File: src/rtl/flash_port_arbiter_pkg.sv
// flash_port_arbiter_pkg: default geometry/arbitration constants and the response tag carried down the read pipe
package flash_port_arbiter_pkg;
  localparam int unsigned ADDR_W_DEF = 11;
  localparam logic [31:0] FLASH_BYTES_DEF = 32'h2000;
  localparam int unsigned IF_STARVE_MAX_DEF = 4;
  typedef struct packed {
    logic if_v;
    logic d_v;
    logic d_err;
  } tag_t;
endpackage

File: src/rtl/flash_port_arbiter_rsp_pipe.sv
// flash_port_arbiter_rsp_pipe: tag stage aligned with flash data, then registered per-requester responses
module flash_port_arbiter_rsp_pipe
  import flash_port_arbiter_pkg::*;
(
  input  logic        clk_i,
  input  logic        rst_ni,
  input  tag_t        tag_i,
  input  logic [31:0] fl_rdata_i,
  output logic        if_valid_o,
  output logic [31:0] if_data_o,
  output logic        d_valid_o,
  output logic [31:0] d_data_o,
  output logic        d_err_o
);
  tag_t        tag_q;
  logic        if_valid_q, d_valid_q, d_err_q, d_err_d;
  logic [31:0] if_data_q, if_data_d, d_data_q, d_data_d;
  always_comb begin
    if_data_d = tag_q.if_v ? fl_rdata_i : if_data_q;
    d_data_d  = tag_q.d_v ? (tag_q.d_err ? '0 : fl_rdata_i) : d_data_q;
    d_err_d   = tag_q.d_v ? tag_q.d_err : d_err_q;
  end
  always_ff @(posedge clk_i or negedge rst_ni) begin
    if (!rst_ni) begin
      tag_q      <= '0;
      if_valid_q <= 1'b0;
      d_valid_q  <= 1'b0;
      d_err_q    <= 1'b0;
      if_data_q  <= '0;
      d_data_q   <= '0;
    end else begin
      tag_q      <= tag_i;
      if_valid_q <= tag_q.if_v;
      d_valid_q  <= tag_q.d_v;
      d_err_q    <= d_err_d;
      if_data_q  <= if_data_d;
      d_data_q   <= d_data_d;
    end
  end
  assign if_valid_o = if_valid_q;
  assign if_data_o  = if_data_q;
  assign d_valid_o  = d_valid_q;
  assign d_data_o   = d_data_q;
  assign d_err_o    = d_err_q;
endmodule

File: src/rtl/flash_port_arbiter.sv
// flash_port_arbiter: shares one 1-cycle flash read port between instruction fetch and data loads
module flash_port_arbiter
  import flash_port_arbiter_pkg::*;
#(
  parameter int unsigned ADDR_W        = ADDR_W_DEF,
  parameter logic [31:0] FLASH_BYTES   = FLASH_BYTES_DEF,
  parameter int unsigned IF_STARVE_MAX = IF_STARVE_MAX_DEF
) (
  input  logic              clk_i,
  input  logic              rst_ni,
  input  logic              if_req_i,
  input  logic [31:0]       if_addr_i,
  output logic              if_gnt_o,
  output logic              if_valid_o,
  output logic [31:0]       if_data_o,
  input  logic              d_req_i,
  input  logic [31:0]       d_addr_i,
  output logic              d_gnt_o,
  output logic              d_valid_o,
  output logic [31:0]       d_data_o,
  output logic              d_err_o,
  output logic              fl_ren_o,
  output logic [ADDR_W-1:0] fl_raddr_o,
  input  logic [31:0]       fl_rdata_i
);
  localparam int unsigned SW = $clog2(IF_STARVE_MAX + 1);
  logic [SW-1:0] starve_q, starve_d;
  logic          d_oor, d_inr, if_force, d_fl;
  tag_t          tag;
  logic          unused_addr;
  assign unused_addr = ^{if_addr_i[31:ADDR_W+2], if_addr_i[1:0], d_addr_i[1:0]};
  // Out-of-range loads never touch flash, so they can be granted alongside a fetch
  always_comb begin
    d_oor      = d_req_i && (d_addr_i >= FLASH_BYTES);
    d_inr      = d_req_i && !d_oor;
    if_force   = if_req_i && (starve_q == SW'(IF_STARVE_MAX));
    if_gnt_o   = rst_ni && if_req_i && (!d_inr || if_force);
    d_fl       = rst_ni && d_inr && !if_force;
    d_gnt_o    = d_fl || (rst_ni && d_oor);
    fl_ren_o   = if_gnt_o || d_fl;
    fl_raddr_o = d_fl ? d_addr_i[ADDR_W+1:2] : if_addr_i[ADDR_W+1:2];
    starve_d   = (if_req_i && !if_gnt_o) ? (if_force ? starve_q : starve_q + SW'(1)) : '0;
    tag        = {if_gnt_o, d_gnt_o, d_oor};
  end
  always_ff @(posedge clk_i or negedge rst_ni) begin
    if (!rst_ni) starve_q <= '0;
    else starve_q <= starve_d;
  end
  flash_port_arbiter_rsp_pipe u_pipe (
    .clk_i      (clk_i),
    .rst_ni     (rst_ni),
    .tag_i      (tag),
    .fl_rdata_i (fl_rdata_i),
    .if_valid_o (if_valid_o),
    .if_data_o  (if_data_o),
    .d_valid_o  (d_valid_o),
    .d_data_o   (d_data_o),
    .d_err_o    (d_err_o)
  );
endmodule

File: config.mk
export PLATFORM = sky130hd
export DESIGN_NAME = flash_port_arbiter
export DESIGN_NICKNAME = d
export VERILOG_FILES = /design/src/rtl/flash_port_arbiter_pkg.sv /design/src/rtl/flash_port_arbiter_rsp_pipe.sv /design/src/rtl/flash_port_arbiter.sv
export SDC_FILE = /design/constraint.sdc
export NUM_CORES = 1
export LEC_CHECK = 0
export CORE_MARGIN = 3
export CORE_UTILIZATION = 38
export DETAILED_ROUTE_END_ITERATION = 6
export PLACE_DENSITY = 0.81
export SETUP_SLACK_MARGIN = 0.3
export SLEW_MARGIN = 10
export SYNTH_ARGS = -nofsm -noshare
export SYNTH_HDL_FRONTEND = slang
export SYNTH_SLANG_ARGS = --single-unit
File: constraint.sdc
create_clock -name clk_i -period 2.4 [get_ports clk_i]
set_clock_uncertainty 0.05 [all_clocks]
set_input_delay 0.36 -clock clk_i [delete_from_list [all_inputs] [get_ports clk_i]]
set_output_delay 0.36 -clock clk_i [all_outputs]
set_load 0.01 [all_outputs]
==> results of run 1 <==
state kept, by name (all words and copies together), names as in the netlist:
| signal | count |
|---|---|
| u_pipe.d_data_o | 32 |
| u_pipe.tag_q | 3 |
| u_pipe.d_err_o | 1 |
| u_pipe.if_valid_o | 1 |
| u_pipe.d_valid_o | 1 |
| starve_q | 3 |
| u_pipe.if_data_o | 32 |
logic make-up (layout without fill, tap and decap cells):
family / count (synthesis) / after routing / synth area share [%]
buffers and inverters: 50 / 237 / 6.73
muxes: 45 / 45 / 17.0
DFF: 73 / 73 / 57.1
and+or+nand+nor: 53 / 54 / 11.5
AOI/OAI and AO/OA: 40 / 40 / 6.89
adders and majority gates: 2 / 2 / 0.783
power breakdown:
part	switching (mW)	internal [mW]	total [mW]	leakage, nW
Combinational	0.298	0.496	0.794	1.30
Sequential	0.0947	1.38	1.47	0.906
Clock	0.451	0.585	1.04	0.106
Total	0.844	2.46	3.30	2.31
per-layer routing:
layer,up-vias,track usage (%),wire [um]
met4,0,7.24,183
met3,17,5.10,537
li1,1264,-,-
met2,95,34.4,4990
met5,-,0,0
met1,1315,23.2,3650
metrics by stage:
stage          setup TNS, ns  instance area, sq um
4_1_cts                    0                  5330
3_5_place_dp           -5.46                  4940
6_report             -0.0380                  5380
3_3_place_gp           -5.00                  4940
2_1_floorplan              0                  3200
5_1_grt               -0.370                  5380
worst max-delay path, cell delays in order:
cell and delay [ns]:
clkdlybuf4s50_1 0.51, nand2_2 0.09, a31oi_4 0.19, and4_4 0.30
buf_6 0.13, mux2_4 0.30, buf_6 0.12
cell type report:
cell class	instances	area share [%]
clock buffers	9	2.30
clock inverters	7	1.74
inverters	34	2.37
multi-input cells	141	23.3
flip-flops and latches	73	34.0
well taps	102	2.37
repair buffers	187	33.9
repair_timing:
action                                 CTS  global route
endpoints found under the hold margin    2             0
setup endpoints to repair               14            14
resized for setup                      107             6
pin swaps                               10             6
hold buffers                             1             0
cloned                                   1             0
buffers inserted                        10             3
layout by cell type, fill, tap and decap left out, types with 2 or more instances in the layout:
cell type and instances:
clkdlybuf4s50_1 123, dfrtp_1 72, o21ai_0 33, mux2_2 33, inv_1 32, nand3b_1 30
buf_4 22, buf_6 18, dlygate4sd2_1 17, mux2_4 11, clkbuf_8 9, nand2_1 4
inv_2 2, nor4_2 2, and3_4 2, and3_1 2, and4_4 2, nor2b_1 2
a41o_1 2, clkinv_2 2, bufinv_16 2, clkinvlp_4 2, clkdlybuf4s15_1 2, clkdlybuf4s15_2 2
worst min-delay path by stage:
stage	from	to	cells after the start
after detailed placement	rst_ni	starve_q[0]	2
after global routing	rst_ni	starve_q[0]	3
after floorplan	rst_ni	starve_q[0]	0
after global placement	rst_ni	starve_q[0]	2
after CTS	rst_ni	u_pipe.tag_q[1]	4
final	rst_ni	starve_q[0]	3
==> results.py, run 1 <==
metrics = {
    "placed_design": {
        "place.gp.congestion": 0.774,
        "dp_cells": 522,
        "numPortBuffers": 157,
        "pre_cts_slack_ns": -0.459,
        "post-dp-hpwl_mm": 6.45,
    },
    "floorplanning": {
        "pin_count": 181,
        "core_sq_mm": 0.00793,
        "die_w_um": 97.7,
        "dieArea_sq_mm": 0.00955,
        "row_count": 32,
        "die_h_um": 97.7,
        "start_util_pct": 40.3,
    },
    "timing": {
        "max_slew_margin_pct": 41.4,
        "fin_crit_sh_pct": 101,
        "setup_slack_ns": -0.0171,
        "timing.final.max_slew_violations": 0,
        "rsz0062_at_grt": "true",
        "fmax_mhz": 414,
        "finalCriticalPeriod_ns": 2.42,
        "finalSetupViolations": 3,
        "finalHoldViolCount": 0,
        "worst_pin_slew_ns": 0.879,
        "whs_ns": 0.456,
    },
    "yosys": {
        "synth-edff-count": 0,
        "synth_nets": 365,
        "synth_common_cells": "dfrtp_1 (73), inv_1 (34), mux2_2 (34)",
        "syn_area_per_cell_sq_um": 12.2,
        "synth_cell_type_count": 32,
        "synth_seq_area_share_pct": 57.1,
        "yosys_most_used_dff": "dfrtp_1",
        "synth_top_area_share_pct": 57.1,
        "synth_top_cell_by_area": "dfrtp_1",
        "synth-seq-cells": 73,
        "syn_inst": 263,
        "ys.warnings.count": 0,
        "async_flop_share_pct": 100,
        "synth.area.top_cells": "dfrtp_1 (57%), mux2_2 (12%), nand3b_1 (7.0%), o21ai_0 (5.2%), mux2_4 (4.7%)",
        "synth.most_common_cell": "dfrtp_1",
        "synth_area_sq_mm": 0.00320,
    },
    "finish": {
        "drive_gt1_share_pct": 26.8,
        "multi_input_area_sq_mm": 0.00125,
        "final.fill_count": 590,
        "finalNetCount": 548,
        "final_util_pct": 67.9,
        "area_growth_pct": 68.3,
        "ff_latch_area_sq_mm": 0.00183,
        "diodes": 0,
        "layout.cells.non_filler": 553,
    },
    "route": {
        "drcViolationCount": 0,
        "wl_per_cell_um": 16.9,
        "drt-pass1-iter-count": 4,
        "drt-vias-per-instance": 4.87,
        "routed_wl_mm": 9.36,
        "drt_iter0_drc": 57,
        "vias": 2691,
        "antenna_left": 0,
    },
    "grt": {
        "overflow": 0,
        "track_usage_pct": 19.7,
        "antenna_found_initial": 0,
        "grt_max_degree": 72,
        "grt_pass1_wl_mm": 14.8,
        "grt_pass1_vias": 2897,
    },
    "cts": {
        "cts.path.max_buffers": 2,
        "root_buffer": "clkbuf_8",
        "h-tree-depth": 3,
        "cts.sinks": 73,
        "cts_tree": "built",
        "clk_latency_ns": 0.33,
        "cts_inserted_buffers": 9,
        "path_clk_slew_ns": 0.07,
    },
    "power": {
        "power_density_mw_per_mm2": 614,
        "p_leak_nw": 2.31,
        "peakVddDrop_mv": 0.547,
        "power_mw": 3.30,
    },
    "worst_setup_path": {
        "r2r-start": "starve_q[1]",
        "worstPathArrival_ns": 2.01,
        "crit_path_start_kind": "input port",
        "r2r_slack_ns": 0.86,
        "path_max_fanout": 4,
        "crit_path_end_kind": "primary output",
        "rr_endpoint": "starve_q[1]",
        "critical_path_class": "in2out",
        "worstPathRequired_ns": 1.99,
        "r2r_cells": 7,
        "crit_path_start": "d_req_i",
        "cp-endpoint": "fl_raddr_o[6]",
    },
    "min_path": {
        "hold_path_class": "in2async",
    },
    "flow_run": {
        "maxCapViolations": 0,
    },
    "status": {
        "status": "finished with violations",
        "violations": "setup timing",
    },
}
Note: power is estimated with default switching activity, not from simulation.
==> run 2, diff against run 1 <==
Settings changed: ABC_AREA from default to 1, CORE_UTILIZATION 38 to 37.
==> results.py, run 2 <==
metrics = {
    "status": {
        "status": "finished, final reports clean",
    },
    "finish": {
        "diodes": 0,
        "drive_gt1_share_pct": 21.5,
        "finalNetCount": 563,
        "final_cell_mix": "clkdlybuf4s50_1 (142), dfrtp_1 (72), nand2_1 (34)",
        "final_common_cell": "clkdlybuf4s50_1",
        "final.fill_count": 573,
        "area_growth_pct": 71.2,
        "stdcell_area_sq_mm": 0.00505,
    },
    "route": {
        "vias": 2738,
        "drt_iter0_drc": 108,
        "wl_per_cell_um": 16.3,
        "drt-vias-per-instance": 4.85,
        "drcViolationCount": 0,
        "routed_wl_mm": 9.22,
        "antenna_left": 0,
        "drt-pass1-iter-count": 5,
    },
    "timing": {
        "max_slew_margin_pct": 55.2,
        "finalHoldViolCount": 0,
        "finalSetupViolations": 0,
        "setup_slack_ns": 0.170,
        "timing.final.max_slew_violations": 0,
        "fin_crit_sh_pct": 92.9,
        "worst_pin_slew_ns": 0.672,
        "fmax_mhz": 448,
        "finalCriticalPeriod_ns": 2.23,
        "rsz0062_at_grt": "true",
    },
    "yosys": {
        "muxShareOfSynthArea_pct": 5.73,
        "synth_seq_area_share_pct": 61.9,
        "synth_top_cell_by_area": "dfrtp_1",
        "synth_common_cells": "dfrtp_1 (73), nand2_1 (51), nor2_1 (28)",
        "synthXorXnorAreaFrac_pct": 0.297,
        "synth-simple-area-share_pct": 14.6,
        "synth-seq-cells": 73,
        "synth.area.top_cells": "dfrtp_1 (62%), nand2_1 (6.5%), mux2_2 (5.7%), a22o_1 (4.5%), nor2_1 (3.6%)",
        "syn_inst": 285,
        "synth_compound_area_share_pct": 10.8,
        "ys.warnings.count": 0,
        "yosys.area_share.adder_pct": 0.848,
        "synth_nets": 387,
        "yosys_most_used_dff": "dfrtp_1",
        "synth.most_common_cell": "dfrtp_1",
        "synth_top_area_share_pct": 61.9,
        "synth_cell_type_count": 25,
        "synth_top_family_by_area": "simple AND/OR/NAND/NOR gates",
        "synth_area_sq_mm": 0.00295,
        "synth-edff-count": 0,
        "syn_area_per_cell_sq_um": 10.4,
        "async_flop_share_pct": 100,
    },
    "worst_setup_path": {
        "critical_path_class": "reg2out",
        "cp_slowest_cell": "dfrtp_1",
        "worstPathCellList": "inv_2 > ha_4 > nand3_4 > nand2_2 > inv_2 > nand4_4 > inv_4 > buf_6 > nand2_4 > nand2_1 > nand2_1 > buf_2",
        "crit_path_start_kind": "flop",
        "worstPathArrival_ns": 1.82,
        "max_stage_delay_ns": 0.39,
        "crit_family": "buffers and inverters",
        "crit_path_end_kind": "primary output",
        "r2r_slack_ns": 0.79,
        "crit_buf_inv": 5,
        "worstPathRequired_ns": 1.99,
        "path_max_fanout": 6,
    },
    "floorplanning": {
        "start_util_pct": 39.4,
        "row_count": 31,
        "dieArea_sq_mm": 0.00908,
        "die_h_um": 95.3,
        "pin_count": 181,
        "die_w_um": 95.3,
        "core_sq_mm": 0.00749,
    },
    "grt": {
        "antenna_found_initial": 0,
        "grt_max_degree": 55,
        "grt_pass1_wl_mm": 13.7,
        "overflow": 0,
        "grt_pass1_vias": 2803,
        "track_usage_pct": 20.1,
    },
    "cts": {
        "clk_latency_ns": 0.34,
        "h-tree-depth": 3,
        "cts.sinks": 73,
        "cts_inserted_buffers": 9,
        "cts_tree": "built",
        "root_buffer": "clkbuf_8",
        "path_clk_slew_ns": 0.08,
        "cts.path.max_buffers": 2,
    },
    "placed_design": {
        "pre_cts_slack_ns": -0.219,
        "place.gp.congestion": 0.818,
        "post-dp-hpwl_mm": 6.51,
        "numPortBuffers": 157,
        "place_area_sq_mm": 0.00467,
    },
    "power": {
        "peakVddDrop_mv": 0.431,
        "seq_power_share_pct": 46.0,
        "p_sw_uw": 839,
        "clock_power_share_pct": 29.9,
        "switching_share_pct": 26.5,
        "p_leak_nw": 2.28,
        "p_int_mw": 2.32,
        "power_density_mw_per_mm2": 626,
        "combPwrFrac_pct": 24.1,
        "power_mw": 3.16,
    },
    "flow_run": {
        "maxCapViolations": 0,
    },
    "min_path": {
        "hold_path_class": "in2async",
    },
}
## run 2: cell types whose count changed after synthesis, moves of 3 or more
cell	before	now
a21oi_1	1	18
a22o_1	0	15
clkbuf_1	9	6
inv_1	34	26
mux2_2	34	15
mux2_4	10	0
nand2_1	5	51
nand3_1	2	14
nand3b_1	30	0
nor2_1	1	28
nor4_1	3	0
o21ai_0	33	18
## run 2: layer usage
layer | vias up | track usage (%) | wire [um]
met5 | - | 0 | 0
met2 | 100 | 35.6 | 5050
met3 | 17 | 5.29 | 512
met1 | 1330 | 23.0 | 3460
li1 | 1291 | - | -
met4 | 0 | 7.69 | 200
## run 2: worst register-to-register path: cells and delay by family (launching register included)
family | cells | cell delay (ns)
flip-flops | 1 | 0.39
adder cells (fa/ha/maj) | 1 | 0.16
AO/OA/AOI/OAI | 1 | 0.15
AND/OR/NAND/NOR | 5 | 0.37
buffers and inverters | 4 | 0.41
## run 2: per-stage QoR
step                cells  utilization (%)  hold slack (ns)  setup TNS [ns]
floorplan             285                -           0.0144               0
global placement      538             62.3            0.185           -1.56
detailed placement    538             62.3            0.186           -2.01
CTS                   561             65.8            0.122               0
global route          564             67.5            0.182               0
finish                564             67.5            0.167               0
## run 2: cell families after synthesis
group,after synthesis
fa+ha+maj,2
compound gates,52
flops,73
buf+inv,41
mux,15
simple gates,101
xor+xnor,1
## run 2: repair_timing
| item | CTS | global route |
|---|---|---|
| buffers inserted | 7 | 2 |
| gates resized for setup | 70 | 28 |
| endpoints found under the setup margin | 14 | 14 |
| hold buffers | 1 | 0 |
| pin swaps | 13 | 9 |
| cloned | 0 | 1 |
| hold endpoints to repair | 4 | 0 |
## run 2: power by group through the flow
| stage | Sequential, mW | Combinational (mW) | Clock (mW) |
|---|---|---|---|
| after floorplan | 1.53 | 0.179 | 0 |
| after global placement | 1.47 | 0.725 | 0 |
| after detailed placement | 1.48 | 0.741 | 0 |
| after CTS | 1.46 | 0.753 | 0.967 |
| after global routing | 1.47 | 0.819 | 1.03 |
| final | 1.46 | 0.763 | 0.945 |
## run 2: final timing paths
| path | startpoint | to | depth (start not counted) |
|---|---|---|---|
| min in group clk_i | u_pipe.tag_q[1] | u_pipe.d_valid_o | 0 |
| max in group asynchronous | rst_ni | u_pipe.tag_q[2] | 2 |
| max | starve_q[0] | fl_raddr_o[2] | 12 |
| min reg2reg | u_pipe.tag_q[1] | u_pipe.d_valid_o | 0 |
| min | rst_ni | u_pipe.d_data_o[6] | 2 |
| max reg2reg | starve_q[0] | starve_q[1] | 11 |
## run 2: area by class of cell
| type | count | area [sq um] | share of cell area, % |
|---|---|---|---|
| Tap cell | 99 | 124 | 2.45 |
| Multi-Input combinational cell | 172 | 1080 | 21.5 |
| Timing Repair Buffer | 177 | 1710 | 33.9 |
| Inverter | 28 | 108 | 2.13 |
| Clock inverter | 5 | 56.3 | 1.11 |
| Clock buffer | 10 | 138 | 2.72 |
| Sequential cell | 73 | 1830 | 36.2 |
